--- config.mk ---
export PLATFORM = sky130hd
export DESIGN_NAME = pc_fetch_unit
export DESIGN_NICKNAME = d
export VERILOG_FILES = /design/src/rtl/pc_fetch_unit.sv
export SDC_FILE = /design/constraint.sdc
export NUM_CORES = 1
export LEC_CHECK = 0
export BUFFER_PORTS_ARGS = -buffer_cell sky130_fd_sc_hd__buf_2
export CAP_MARGIN = 10
export CORE_MARGIN = 3
export CORE_UTILIZATION = 30
export CTS_CLUSTER_DIAMETER = 150
export DETAILED_ROUTE_END_ITERATION = 7
export HOLD_SLACK_MARGIN = 0.15
export PLACE_DENSITY_LB_ADDON = 0.25
export SETUP_SLACK_MARGIN = 0.3
export SLEW_MARGIN = 40
export SYNTH_ARGS = -nofsm -noshare
export SYNTH_HDL_FRONTEND = slang
export SYNTH_SLANG_ARGS = --single-unit
export TNS_END_PERCENT = 30
--- constraint.sdc ---
create_clock -name CLK -period 5.2 [get_ports CLK]
set_input_delay 1.04 -clock CLK [delete_from_list [all_inputs] [get_ports CLK]]
set_output_delay 1.04 -clock CLK [all_outputs]
set_load 0.02 [all_outputs]
--- src/rtl/pc_fetch_unit.sv ---
// pc_fetch_unit
//   Program-counter stage of the single-cycle CPU. Holds the PC and presents it
//   to the instruction ROM. It computes the next PC from one of four sources:
//   sequential, branch, jr or jump. It stops when the halt opcode is fetched,
//   and it stops when the next PC would be illegal. It also counts accepted PC
//   advances.
//
// Ports
//   CLK          in   1   clock, rising edge
//   Reset        in   1   asynchronous, active-low reset
//   PCWre        in   1   1 = PC may advance this cycle, 0 = stall
//   PCSrc        in   2   00 PC+4, 01 branch, 10 jr, 11 jump
//   Immediate    in   32  sign-extended branch offset in words
//   JumpAddr     in   26  j/jal target field
//   RegJumpAddr  in   32  rs value for jr
//   Instruction  in   32  ROM word at IAddr (combinational read)
//   IAddr        out  32  current PC, byte address
//   InsMemRW     out  1   fetch enable
//   PC4          out  32  IAddr+4 (jal link value)
//   Halted       out  1   sticky, halt opcode reached
//   AddrFault    out  1   sticky, illegal next PC rejected
//   InstCount    out  32  PC advances since reset
//
// state    | meaning
// ST_BOOT  | first cycle after reset release, enables fetch, PC held
// ST_RUN   | normal fetch, PC advances when PCWre=1
// ST_HALT  | halt opcode committed, everything frozen until reset
// ST_FAULT | illegal next PC rejected, everything frozen until reset

module pc_fetch_unit #(
   parameter logic [31:0] RESET_PC    = 32'h0000_0000,
   parameter logic [5:0]  HALT_OPCODE = 6'b111111,
   parameter int unsigned IMEM_WORDS  = 128
) (
   input  logic        CLK,
   input  logic        Reset,
   input  logic        PCWre,
   input  logic [1:0]  PCSrc,
   input  logic [31:0] Immediate,
   input  logic [25:0] JumpAddr,
   input  logic [31:0] RegJumpAddr,
   input  logic [31:0] Instruction,
   output logic [31:0] IAddr,
   output logic        InsMemRW,
   output logic [31:0] PC4,
   output logic        Halted,
   output logic        AddrFault,
   output logic [31:0] InstCount
);

   typedef enum logic [1:0] {
      ST_BOOT  = 2'd0,
      ST_RUN   = 2'd1,
      ST_HALT  = 2'd2,
      ST_FAULT = 2'd3
   } state_t;

   // This width holds the byte limit even when the ROM fills the whole 32-bit space.
   localparam logic [32:0] PC_LIMIT = 33'(IMEM_WORDS) * 33'd4;

   state_t      state_q, state_d;
   logic [31:0] pc_q, pc_d;
   logic [31:0] count_q, count_d;
   logic        halted_q, halted_d;
   logic        fault_q, fault_d;
   logic        fetch_q, fetch_d;

   logic [31:0] pc4;
   logic [31:0] imm_bytes;
   logic [31:0] npc;
   logic        npc_illegal;
   logic        unused_instr_bits;

   // Only the opcode field matters here. The rest of the word belongs to the decoder.
   assign unused_instr_bits = ^Instruction[25:0];

   assign pc4       = pc_q + 32'd4;
   assign imm_bytes = Immediate << 2;

   always_comb begin
      npc = pc4;
      unique case (PCSrc)
         2'b00:   npc = pc4;
         2'b01:   npc = pc4 + imm_bytes;
         2'b10:   npc = RegJumpAddr;
         default: npc = {pc4[31:28], JumpAddr, 2'b00};
      endcase
   end

   assign npc_illegal = (npc[1:0] != 2'b00) || ({1'b0, npc} >= PC_LIMIT);

   always_comb begin
      state_d  = state_q;
      pc_d     = pc_q;
      count_d  = count_q;
      halted_d = halted_q;
      fault_d  = fault_q;
      fetch_d  = fetch_q;
      unique case (state_q)
         ST_BOOT: begin
            state_d = ST_RUN;
            fetch_d = 1'b1;
         end
         ST_RUN: begin
            // A stalled cycle commits nothing, so the halt opcode is not checked either.
            if (PCWre) begin
               if (Instruction[31:26] == HALT_OPCODE) begin
                  state_d  = ST_HALT;
                  halted_d = 1'b1;
                  fetch_d  = 1'b0;
               end else if (npc_illegal) begin
                  state_d = ST_FAULT;
                  fault_d = 1'b1;
                  fetch_d = 1'b0;
               end else begin
                  pc_d    = npc;
                  count_d = count_q + 32'd1;
               end
            end
         end
         default: begin
         end
      endcase
   end

   always_ff @(posedge CLK or negedge Reset) begin
      if (!Reset) begin
         state_q  <= ST_BOOT;
         pc_q     <= RESET_PC;
         count_q  <= 32'd0;
         halted_q <= 1'b0;
         fault_q  <= 1'b0;
         fetch_q  <= 1'b0;
      end else begin
         state_q  <= state_d;
         pc_q     <= pc_d;
         count_q  <= count_d;
         halted_q <= halted_d;
         fault_q  <= fault_d;
         fetch_q  <= fetch_d;
      end
   end

   assign IAddr     = pc_q;
   assign PC4       = pc4;
   assign InsMemRW  = fetch_q;
   assign Halted    = halted_q;
   assign AddrFault = fault_q;
   assign InstCount = count_q;

endmodule

### Yosys cells after proc, flatten, opt, wreduce, memory -nomap -nowiden

Cells that the tools add are included.

* input port bits: 127
* logic and storage cells: 36
* output and inout port bits: 99
* flip-flop bits (word level): 69

* add/sub/neg operators: 3
* equal/unequal tests: 6
* bitwise operators: 2
* mux-type cells: 9
* reduce and logical (&&, ||, !) cells: 9
* magnitude comparators: 1

Operator list (count)
* $pmux 32 s3: 1
* $add 32x1->32 const B: 1
* $add 32x3->32 const B: 1
* $add 32x32->32: 1
* $ge 32x10->1 const B: 1
* $reduce_and 4->1: 2
* $eq 6x6->1 const B: 1
* $mux 2: 3
* $reduce_and 3->1: 2
* $eq 2x1->1 const B: 2
* $logic_not 2->1: 2
* $pmux 2 s2: 1
* $reduce_bool 2->1: 2
* $mux 1: 3
* $ne 3x3->1 const B: 1
* $eq 2x2->1 const B: 1
* $ne 2x2->1 const B: 1
* $not 1->1: 2
* $pmux 1 s2: 1
* $logic_or 1x1->1: 1

### Longest topological paths before layout

Gate-level depths: netlist of the first run.

* word-level depth: 9
* gate-level depth with buffers: 20
* mapped depth without buffers: 18

### Worst setup path before layout of the first run

Ideal clock, no wire load.

* kind: reg2reg
* start: register pc_q[3] (netlist: IAddr[3])
* end: register count_q[17] (netlist: InstCount[17])
* stages on the path, launching flop included: 19
* setup time: 0.130 ns
* setup slack: -0.371 ns
* period minus slack after synthesis: 5.571 ns
* required time: 5.070 ns
* path buffers: 1
* arrival: 5.440 ns
* cells stage by stage: dfrtp_1 ha_1 nand4_1 nor2_1 nand3_1 xnor2_1 ha_1 clkbuf_1 a21oi_1 inv_2 a311oi_2 nor2_1 a22o_2 or3_1 or4_1 or4_4 or3_4 or4_4 xnor2_2

* longest elaborated chain between the ends: 7

RTL lines
* start: declaration: RTL line 62 `logic [31:0] pc_q, pc_d;`
* start signal: assignment: RTL line 136 `pc_q <= pc_d;`
* $add 32x3->32 (*): RTL line 77 `assign pc4 = pc_q + 32'd4;`
* via PC4[12]: RTL line 45 `output logic [31:0] PC4,`
* $add 32x32->32: RTL line 84 `2'b01: npc = pc4 + imm_bytes;`
* $pmux 32 s3 (*): RTL line 82 `unique case (PCSrc)`
* $ge 32x10->1 (*): RTL line 90 `assign npc_illegal = (npc[1:0] != 2'b00) || ({1'b0, npc} >= PC_LIMIT);`
* $logic_or 1x1->1 (*): RTL line 90
* $not 1->1 (no source line) (*)
* $reduce_and 4->1 (no source line) (*)
* end signal: assignment: RTL line 137 `count_q <= count_d;`
* end: declaration: RTL line 63 `logic [31:0] count_q, count_d;`

The timed path passes the listed nets; every way through them passes the cells marked *.
A chain may end at the register's enable or synchronous reset.

### Worst setup path in the final report of the first run

* start: register pc_q[2] (netlist: IAddr[2])
* end: register count_q[17] (netlist: InstCount[17])

* longest elaborated chain between the ends: 7

RTL lines (RTL line)
* $add 32x3->32 (*): 77
* $add 32x32->32: 84
* $pmux 32 s3 (*): 82
* $ge 32x10->1 (*): 90
* $logic_or 1x1->1 (*): 90
* $not 1->1 (no source line) (*)
* $reduce_and 4->1 (no source line) (*)

Every way passes the cells marked *; elsewhere a longest branch is shown, timed or not.

==> results of run 1 <==
==> state kept, by name, summed over array words and instances, names as in the netlist <==
register	cells
InsMemRW	1
AddrFault	1
state_q	2
InstCount	32
Halted	1
IAddr	32
==> final timing paths <==
check                      slack, ps                  start  cells after the start                         to
setup / recovery                 190   IAddr[2]$_DFFE_PN0P_                     20  InstCount[17]$_DFFE_PN0P_
hold / removal                   470  AddrFault$_DFFE_PN0P_                      1      AddrFault$_DFFE_PN0P_
setup reg to reg                 190   IAddr[2]$_DFFE_PN0P_                     20  InstCount[17]$_DFFE_PN0P_
hold reg to reg                  470  AddrFault$_DFFE_PN0P_                      1      AddrFault$_DFFE_PN0P_
max in group asynchronous       3440                  Reset                      2       IAddr[8]$_DFFE_PN0P_
min in group asynchronous        740                  Reset                      1       InsMemRW$_DFFE_PN0P_
==> kinds of logic (layout without fill, tap and decap cells) <==
family / after synthesis / after routing / share of synthesized area (%)
xor+xnor: 77 / 77 / 11.5
flops: 69 / 69 / 29.0
buf+inv: 48 / 352 / 4.17
other cells: 0 / 1 / 0
mux: 21 / 21 / 5.26
simple gates: 291 / 291 / 27.3
fa+ha+maj: 35 / 35 / 7.45
compound gates: 139 / 139 / 15.3
==> layout by cell type (no fill, tap or decap), drive strengths merged, types with 3 or more instances in the layout <==
cell / Yosys / routed
buf: 14 / 316
dfrtp: 69 / 69
nand2: 58 / 58
xnor2: 50 / 50
nand3: 49 / 49
a21oi: 43 / 43
nor2: 40 / 40
ha: 33 / 33
nand4: 28 / 28
o21ai: 27 / 27
xor2: 27 / 27
nor2b: 26 / 26
inv: 19 / 20
and3: 20 / 20
nor3: 17 / 17
nor4: 17 / 17
clkbuf: 15 / 11
a31oi: 9 / 9
mux2: 9 / 9
mux4: 7 / 7
a21o: 7 / 7
and4: 7 / 7
o21a: 6 / 6
o221ai: 5 / 5
mux2i: 5 / 5
or2: 5 / 5
or3: 5 / 5
or4: 5 / 5
nand2b: 4 / 4
o21bai: 4 / 4
o311ai: 4 / 4
and2: 4 / 4
a211o: 3 / 3
o2111ai: 3 / 3
a32oi: 3 / 3
a221oi: 3 / 3
a2111oi: 3 / 3
==> through the flow <==
stage	total power (µW)	worst slack, ps	cells	hold slack [ps]	TNS (ps)
floorplan	660	249	680	480	0
global placement	764	-90.9	1198	453	-876
detailed placement	764	-77.0	1198	456	-456
CTS	1460	249	1235	470	0
global route	1520	-1.89	1245	475	-1.89
finish	1460	193	1245	468	0
==> per-layer routing <==
metal / part of all wire [%] / up-vias
li1: - / 3121
met1: 46 / 3105
met2: 47 / 189
met3: 6.0 / 28
met4: 1.7 / 0
met5: 0 / -
==> cell type report <==
| cell class | instances | area, µm² |
|---|---|---|
| Fill cell | 1844 | 9880 |
| Multi-Input combinational cell | 563 | 4730 |
| Timing Repair Buffer | 317 | 2000 |
| Sequential cell | 69 | 1740 |
| Tap cell | 260 | 325 |
| Clock buffer | 10 | 239 |
| Clock inverter | 6 | 93.8 |
| Inverter | 19 | 71.3 |
| Antenna cell | 1 | 2.50 |
==> critical path, delay by kind of cell, from the launching register on <==
family,cells,cell delay [ps]
buf+inv,3,510
xor+xnor,1,140
flops,1,420
compound gates,2,240
fa+ha+maj,2,370
simple gates,12,3230
==> power breakdown <==
part           total, µW  internal [µW]  switching (µW)
clock                681            436             244
sequential           539            538           0.919
combinational        239            111             128
total               1460           1090             374
==> what timing repair did <==
action | 4_1_cts | 5_1_grt
gates cloned | 2 | 1
gates resized for setup | 55 | 48
pin swaps | 29 | 17
setup buffers | 19 | 8
endpoints found under the setup margin | 67 | 67
==> qor.txt, run 1 <==
status: finished, final reports clean
P_leak: 0.00447 µW
GPL Wtd Cong: 0.963
Yosys warnings: 0
GRT met2 Usage: 32.5%
Post-CTS Hold Buffers: 0
first-pass iteration count of the detailed router: 5
relative slew slack: 53.6%
slowest CP cell: or4_4
Placed Area: 8030 µm²
Post-DRT Antenna Nets: 0
ys flop type: dfrtp_1
dominant cells by area after synthesis: dfrtp_1 29%, xnor2_1 7.2%, ha_1 6.9%, xor2_1 4.0%, nand3_1 3.9%
Die Span Y: 147 µm
synthesis-stage register bit count: 69
Synth cell types: 82
Achievable Freq: 200 MHz
MaxCap Viol Count: 0
gr usage total: 20.3%
first-pass GRT wire length: 35.0 mm
post-synthesis cell area: 5940 µm²
crit-path max FO: 5
Die X: 147 µm
WL per Instance: 18.2 µm
Max rail drop VDD: 0.000131 V
via count: 6443
# setup viols final: 0
Synth top cells by count: 69 x dfrtp_1, 58 x nand2_1, 49 x xnor2_1, 46 x nand3_1, 43 x a21oi_1
Cell Pwr Density: 159 nW/µm²
core footprint: 19100 µm²
drt drc: 0
Max Clock Skew: 7.01 ps
Post-Route WL: 22.7 mm
M3 GR Usage: 4.32%
top-count cell post-synth: dfrtp_1
Setup crit start kind: register
Mapped Cells: 680
max incr delay on CP: 540 ps
dpl hpwl: 18.2 mm
Mapped Nets: 841
syn_area_per_cell: 8.74 µm²
initial antenna violation count: 1
Final min period: 5010 ps
utilization of the core after routing: 48.2%
slew at the pin closest to its max-slew limit: 695 ps
Critical Path AT: 5230 ps
clk buf depth: 2
CTS tree: built
RSZ-0062 raised after global routing: true
Post-Layout Inst Area: 9200 µm²
nets@finish: 1140
Seq/Total Area, Yosys: 29.0%
area delta synth->final: 54.8%
largest net degree at the start of global routing: 40
clock root cell: clkbuf_16
hold crit path type: reg2reg
overflow left after global routing: 0
area share of the largest cell type after synthesis: 29.0%
Critical Path End Type: register
asr flop ratio synth: 100%
io pins: 226
Final period util: 96.3%
EDFF count, synth: 0
required time of the critical path: 5420 ps
DR iter-0 viols: 323
TritonCTS Sinks: 69
most used routing layer: met2
routed vias/inst: 5.18
Starting Density: 31.2%
kind of critical path: reg2reg
H-tree depth: 3
Max Slew Vio Count: 0
row count: 50
Synth area leader: dfrtp_1
critical path, cell by cell: ha_4, nand4_1, buf_6, nor4_4, buf_4, and4_4, or2_4, ha_4, buf_4, nand2_4, nor4_4, a32oi_1, and3_1, o311ai_1, or3_1, or4_1, or4_4, or3_4, or4_4, xnor2_2
M1 GR Usage: 28.0%
cts bufs inserted: 9
clk_lat worst skew: 340 ps
clock-pin slew on the worst setup and hold paths: 60 ps
share of cells above drive strength 1: 47.8%
final hold viol count: 0
PortBufs: 197
vias in the first global route: 6314
die footprint: 21500 µm²
(Power assumes the default switching activity.)
==> run 2, diff against run 1 <==
- BUFFER_PORTS_ARGS: -buffer_cell sky130_fd_sc_hd__buf_2 -> not set
- DONT_BUFFER_PORTS: not set -> 1
- RECOVER_POWER: not set -> 100
==> qor.txt, run 2 (synthesis gave the netlist of run 1 again) <==
status: finished, final reports clean
critical path, cell by cell: ha_4, nand4_1, clkbuf_1, nor2_4, buf_6, xor2_4, ha_4, a21oi_4, o211ai_1, a311oi_4, nor2_4, a22o_2, or3_1, or4_1, or4_4, or3_4, or4_4, xnor2_2
fin cells: 1053 (-15%)
Max Clock Skew: 14.5 ps (+7.45 ps)
area delta synth->final: 32.8%
Post-Route WL: 23.0 mm (+1.5%)
row count: 50 (unchanged)
kind of critical path: reg2reg
PortBufs: 0 (-100%)
first-pass iteration count of the detailed router: 7 (+2)
Crit path buffers/inverters: 2 (-1)
crit-path max FO: 4 (-1)
clk buf depth: 2 (unchanged)
die footprint: 21500 µm² (unchanged)
via count: 5914 (-8.2%)
CTS tree: built
nets@finish: 949 (-17%)
Power Total: 1260 µW (-14%)
MaxCap Viol Count: 0 (unchanged)
largest net degree at the start of global routing: 70 (+75%)
internal power: 937 µW (-14%)
flop2flop setup slack: 260 ps (+70 ps)
Crit path max-delay family: simple AND/OR/NAND/NOR gates
RSZ-0062 raised after global routing: true
Max Slew Vio Count: 0 (unchanged)
Achievable Freq: 202 MHz (+1.4%)
slew at the pin closest to its max-slew limit: 651 ps (-44.1 ps)
Net Sw Power: 324 µW (-13%)
commonest non-fill, non-tap cells in the layout: 83 x buf_4, 61 x dfrtp_1, 54 x nand2_1
Critical Path Stages: 18 (-10%)
gr usage total: 20.3% (about the same)
overflow left after global routing: 0 (unchanged)
final hold viol count: 0 (unchanged)
Post-CTS Hold Buffers: 0 (unchanged)
Cell Pwr Density: 160 nW/µm² (+0.74%)
clock root cell: clkbuf_16
Setup crit start kind: register
hold crit path type: in2async
worst reg2reg endpoint: InstCount[17]$_DFFE_PN0P_
switch share: 25.7% (+0.090 points)
worst reg2reg startpoint: IAddr[3]$_DFFE_PN0P_
utilization of the core after routing: 41.4% (-6.9 points)
Post-DRT Antenna Nets: 0 (unchanged)
io pins: 226 (unchanged)
max incr delay on CP: 470 ps (-70 ps)
Critical Path End Type: register
clock-pin slew on the worst setup and hold paths: 60 ps (about the same)
required time of the critical path: 5410 ps (about the same)
Critical Path AT: 5150 ps (-80 ps)
dpl hpwl: 18.1 mm (-0.79%)
Starting Density: 31.2% (unchanged)
Fillers: 1928 (+4.6%)
clk_lat worst skew: 330 ps (about the same)
TritonCTS Sinks: 69 (unchanged)
most common cell after layout, fill and taps aside: buf_4
WL per Instance: 21.8 µm (+20%)
vias in the first global route: 5788 (-8.3%)
ANT cells: 0 (-1)
GPL Wtd Cong: 0.937 (-2.7%)
Die X: 147 µm (unchanged)
Final period util: 95.0% (-1.3 points)
cts bufs inserted: 9 (unchanged)
core footprint: 19100 µm² (unchanged)
relative slew slack: 56.6% (+2.9 points)
H-tree depth: 3 (unchanged)
sequential share of power: 43.0% (+6.0 points)
Final min period: 4940 ps (-67.3 ps)
CP startpoint: IAddr[3]$_DFFE_PN0P_
Max rail drop VDD: 0.000145 V (+11%)
combinational power share: 13.1% (-3.3 points)
CP endpoint: InstCount[17]$_DFFE_PN0P_
first-pass GRT wire length: 34.5 mm (-1.5%)
Clock Power Share: 43.9% (-2.7 points)
worst hold slack: 400 ps (-68.1 ps)
# setup viols final: 0 (unchanged)
DR iter-0 viols: 419 (+30%)
routed vias/inst: 5.62 (+8.5%)
share of cells above drive strength 1: 28.9% (-19 points)
initial antenna violation count: 0 (-1)
drt drc: 0 (unchanged)
Die Span Y: 147 µm (unchanged)
length in cells of the worst reg-to-reg path: 18 (-10%)
P_leak: 0.00341 µW (-24%)
cell total after placement: 1004 (-16%)
Fin Setup TNS: 0 ps (unchanged)
slowest CP cell: or4_4
[run 2: area by class of cell]
| class | instances | area, µm² | share of cell area (%) |
|---|---|---|---|
| clock buffers | 10 | 229 | 2.90 |
| clock inverters | 6 | 40.0 | 0.507 |
| inverters | 19 | 72.6 | 0.919 |
| multi-input cells | 563 | 4540 | 57.4 |
| flip-flops and latches | 69 | 1740 | 22.0 |
| well taps | 260 | 325 | 4.12 |
| repair buffers | 126 | 956 | 12.1 |
[run 2: how the worst min path moves through the flow]
stage	depth (start not counted)	start	slack (ps)	endpoint
detailed placement	1	state_q[0]$_DFFE_PN0P_	530	state_q[0]$_DFFE_PN0P_
floorplan	1	state_q[1]$_DFFE_PN0P_	480	InsMemRW$_DFFE_PN0P_
CTS	0	Reset	390	Halted$_DFFE_PN0P_
global placement	1	state_q[1]$_DFFE_PN0P_	500	InsMemRW$_DFFE_PN0P_
global route	0	Reset	380	InsMemRW$_DFFE_PN0P_
finish	0	Reset	400	InsMemRW$_DFFE_PN0P_
[run 2: per-stage QoR]
step	instance area, µm²	setup WS [ps]
after CTS	7780	226
after detailed placement	7050	-68.4
after global routing	7900	74.7
final	7900	260
after global placement	7050	4.86
after floorplan	6210	249
[run 2: what timing repair did]
action	4_1_cts	5_1_grt
gates cloned	2	3
resized for setup	57	36
pin swaps	25	22
buffers inserted	21	7
endpoints found under the setup margin	67	67
[run 2: metal layers]
metal | wire, µm | track usage (%)
met3 | 1720 | 5.31
met5 | 0 | 0
met2 | 10900 | 32.3
met4 | 568 | 6.30
met1 | 9830 | 27.0
[run 2: power groups by stage]
stage | Clock [µW] | Combinational [µW] | Sequential [µW]
final | 554 | 166 | 542
after floorplan | 0 | 109 | 551
after CTS | 570 | 156 | 542
after global placement | 0 | 142 | 551
after detailed placement | 0 | 141 | 551
after global routing | 598 | 179 | 541
[run 2: worst register-to-register path, cell delays in order, from the launching register on]
cell	delay [ps]
dfrtp_2	390
ha_4	150
nand4_1	180
clkbuf_1	190
nor2_4	170
buf_6	140
xor2_4	210
ha_4	250
a21oi_4	140
o211ai_1	160
a311oi_4	380
nor2_4	80
a22o_2	240
or3_1	290
or4_1	460
or4_4	470
or3_4	360
or4_4	430
xnor2_2	140
==> run 3, diff against run 2 <==
- SETUP_SLACK_MARGIN: 0.3 -> 0.1
==> qor.txt, run 3 (synthesis gave the netlist of run 1 again) <==
Placed Area: 7280 µm² (+3.3%)
Final min period: 5030 ps (+89.4 ps)
clock-pin slew on the worst setup and hold paths: 60 ps (about the same)
met2 routed WL: 10.9 mm (+0.41%)
cell total after placement: 1035 (+3.1%)
TritonCTS Sinks: 69 (unchanged)
RSZ-0062 raised after global routing: true
Final period util: 96.7% (+1.7 points)
nets@finish: 980 (+3.3%)
clock root cell: clkbuf_16
first-pass GRT wire length: 34.5 mm (unchanged)
initial antenna violation count: 1 (+1)
status: finished, final reports clean
Post-CTS Hold Buffers: 0 (unchanged)
first-pass iteration count of the detailed router: 5 (-2)
Critical Path End Type: register
die footprint: 21500 µm² (unchanged)
PortBufs: 0 (unchanged)
Critical Path AT: 5240 ps (+90 ps)
Post-Route WL: 23.4 mm (+1.7%)
final hold viol count: 0 (unchanged)
most common cell after layout, fill and taps aside: buf_4
overflow left after global routing: 0 (unchanged)
drt drc: 0 (unchanged)
required time of the critical path: 5410 ps (about the same)
Fin Setup TNS: 0 ps (unchanged)
Setup crit start kind: register
share of cells above drive strength 1: 32.4% (+3.5 points)
row count: 50 (unchanged)
P_leak: 0.00356 µW (+4.4%)
clk buf depth: 2 (unchanged)
routed vias/inst: 5.55 (-1.1%)
clk_lat worst skew: 340 ps (about the same)
dpl hpwl: 18.4 mm (+1.4%)
Achievable Freq: 199 MHz (-1.8%)
GPL Wtd Cong: 1.02 (+9.0%)
MaxCap Viol Count: 0 (unchanged)
gr usage total: 20.4% (+0.089 points)
Max rail drop VDD: 0.000120 V (-18%)
Die Span Y: 147 µm (unchanged)
Post-Layout Inst Area: 8160 µm² (+3.3%)
CTS tree: built
Max Slew Vio Count: 0 (unchanged)
commonest non-fill, non-tap cells in the layout: 126 x buf_4, 57 x dfrtp_1, 54 x nand2_1
Power Total: 1400 µW (+11%)
H-tree depth: 3 (unchanged)
Die X: 147 µm (unchanged)
met1 WL: 9.94 mm (+1.1%)
Placement Setup Slack: -62.4 ps (+6.01 ps)
# setup viols final: 0 (unchanged)
Post-DRT Antenna Nets: 0 (unchanged)
top layer in use: met4
DR iter-0 viols: 343 (-18%)
fin cells: 1085 (+3.0%)
metal3 WL: 1.82 mm (+6.0%)
kind of critical path: reg2reg
io pins: 226 (unchanged)
WL per Instance: 21.6 µm (-1.3%)
worst setup margin: 171 ps (-89.4 ps)
largest net degree at the start of global routing: 70 (unchanged)
Cell Pwr Density: 172 nW/µm² (+7.8%)
crit-path max FO: 6 (+2)
hold crit path type: in2async
Max Clock Skew: 9.70 ps (-4.76 ps)
area delta synth->final: 37.2%
slew at the pin closest to its max-slew limit: 714 ps (+62.8 ps)
relative slew slack: 52.2% (-4.4 points)
Starting Density: 31.2% (unchanged)
cts bufs inserted: 9 (unchanged)
vias in the first global route: 5831 (+0.74%)
core footprint: 19100 µm² (unchanged)
via count: 6027 (+1.9%)
-- run 3: changes by cell type in the layout (fill, tap and decap cells not counted), sizes merged, moves of 2 or more --
cell | previous run | this run
inv | 18 | 21
clkbuf | 42 | 34
bufinv | 0 | 2
buf | 94 | 133
clkinv | 5 | 1
-- run 3: report_power, final --
part	switching (µW)	leakage [µW]	internal, µW
clock	249	0.000160	437
sequential	2.90	0.000904	538
combinational	92.3	0.00249	84.4
total	344	0.00356	1060
-- run 3: path summary, 6_finish.rpt --
kind | startpoint | endpoint | slack (ps) | cells after the start
max in group asynchronous | Reset | IAddr[2]$_DFFE_PN0P_ | 4670 | 0
min reg2reg | state_q[1]$_DFFE_PN0P_ | InsMemRW$_DFFE_PN0P_ | 540 | 1
max reg2reg | IAddr[4]$_DFFE_PN0P_ | IAddr[5]$_DFFE_PN0P_ | 170 | 22
min in group CLK | state_q[1]$_DFFE_PN0P_ | InsMemRW$_DFFE_PN0P_ | 540 | 1
min | Reset | InsMemRW$_DFFE_PN0P_ | 390 | 0
max | IAddr[4]$_DFFE_PN0P_ | IAddr[5]$_DFFE_PN0P_ | 170 | 22
-- run 3: area by class of cell --
type / count / area [µm²]
Fill cell: 1904 / 10900
Multi-Input combinational cell: 563 / 4500
Sequential cell: 69 / 1740
Timing Repair Buffer: 157 / 1190
Tap cell: 260 / 325
Clock buffer: 10 / 239
Clock inverter: 6 / 93.8
Inverter: 19 / 71.3
Antenna cell: 1 / 2.50
-- run 3: worst max-delay path, cell delays in order, from the launching register on --
cell,delay (ps)
dfrtp_1,430
nand3_2,170
nor4_4,370
nand3_1,140
xor2_1,190
buf_4,160
inv_1,60
ha_1,330
buf_4,180
nand2_2,70
buf_4,110
nor2_1,70
a221oi_4,310
o31ai_2,120
or3b_2,480
a31oi_1,210
xor2_1,220
a31oi_2,150
buf_4,180
nor4_4,260
buf_6,200
clkbuf_16,170
mux2_1,320
-- run 3: metrics by stage --
step	util, %	hold slack [ps]
2_1_floorplan	-	480
3_3_place_gp	38.2	510
3_5_place_dp	38.2	531
4_1_cts	40.7	380
5_1_grt	42.8	370
6_report	42.8	392
-- run 3: what timing repair did --
item | in CTS | in global routing
buffers inserted | 7 | 22
endpoints found under the setup margin | 58 | 64
cloned | 1 | 3
pin swaps | 16 | 46
resized for setup | 15 | 54
-- run 3: layer usage --
layer / vias to the layer above / GRT usage, %
li1: 2804 / -
met1: 2962 / 26.4
met2: 226 / 32.7
met3: 35 / 6.17
met4: 0 / 6.59
met5: - / 0
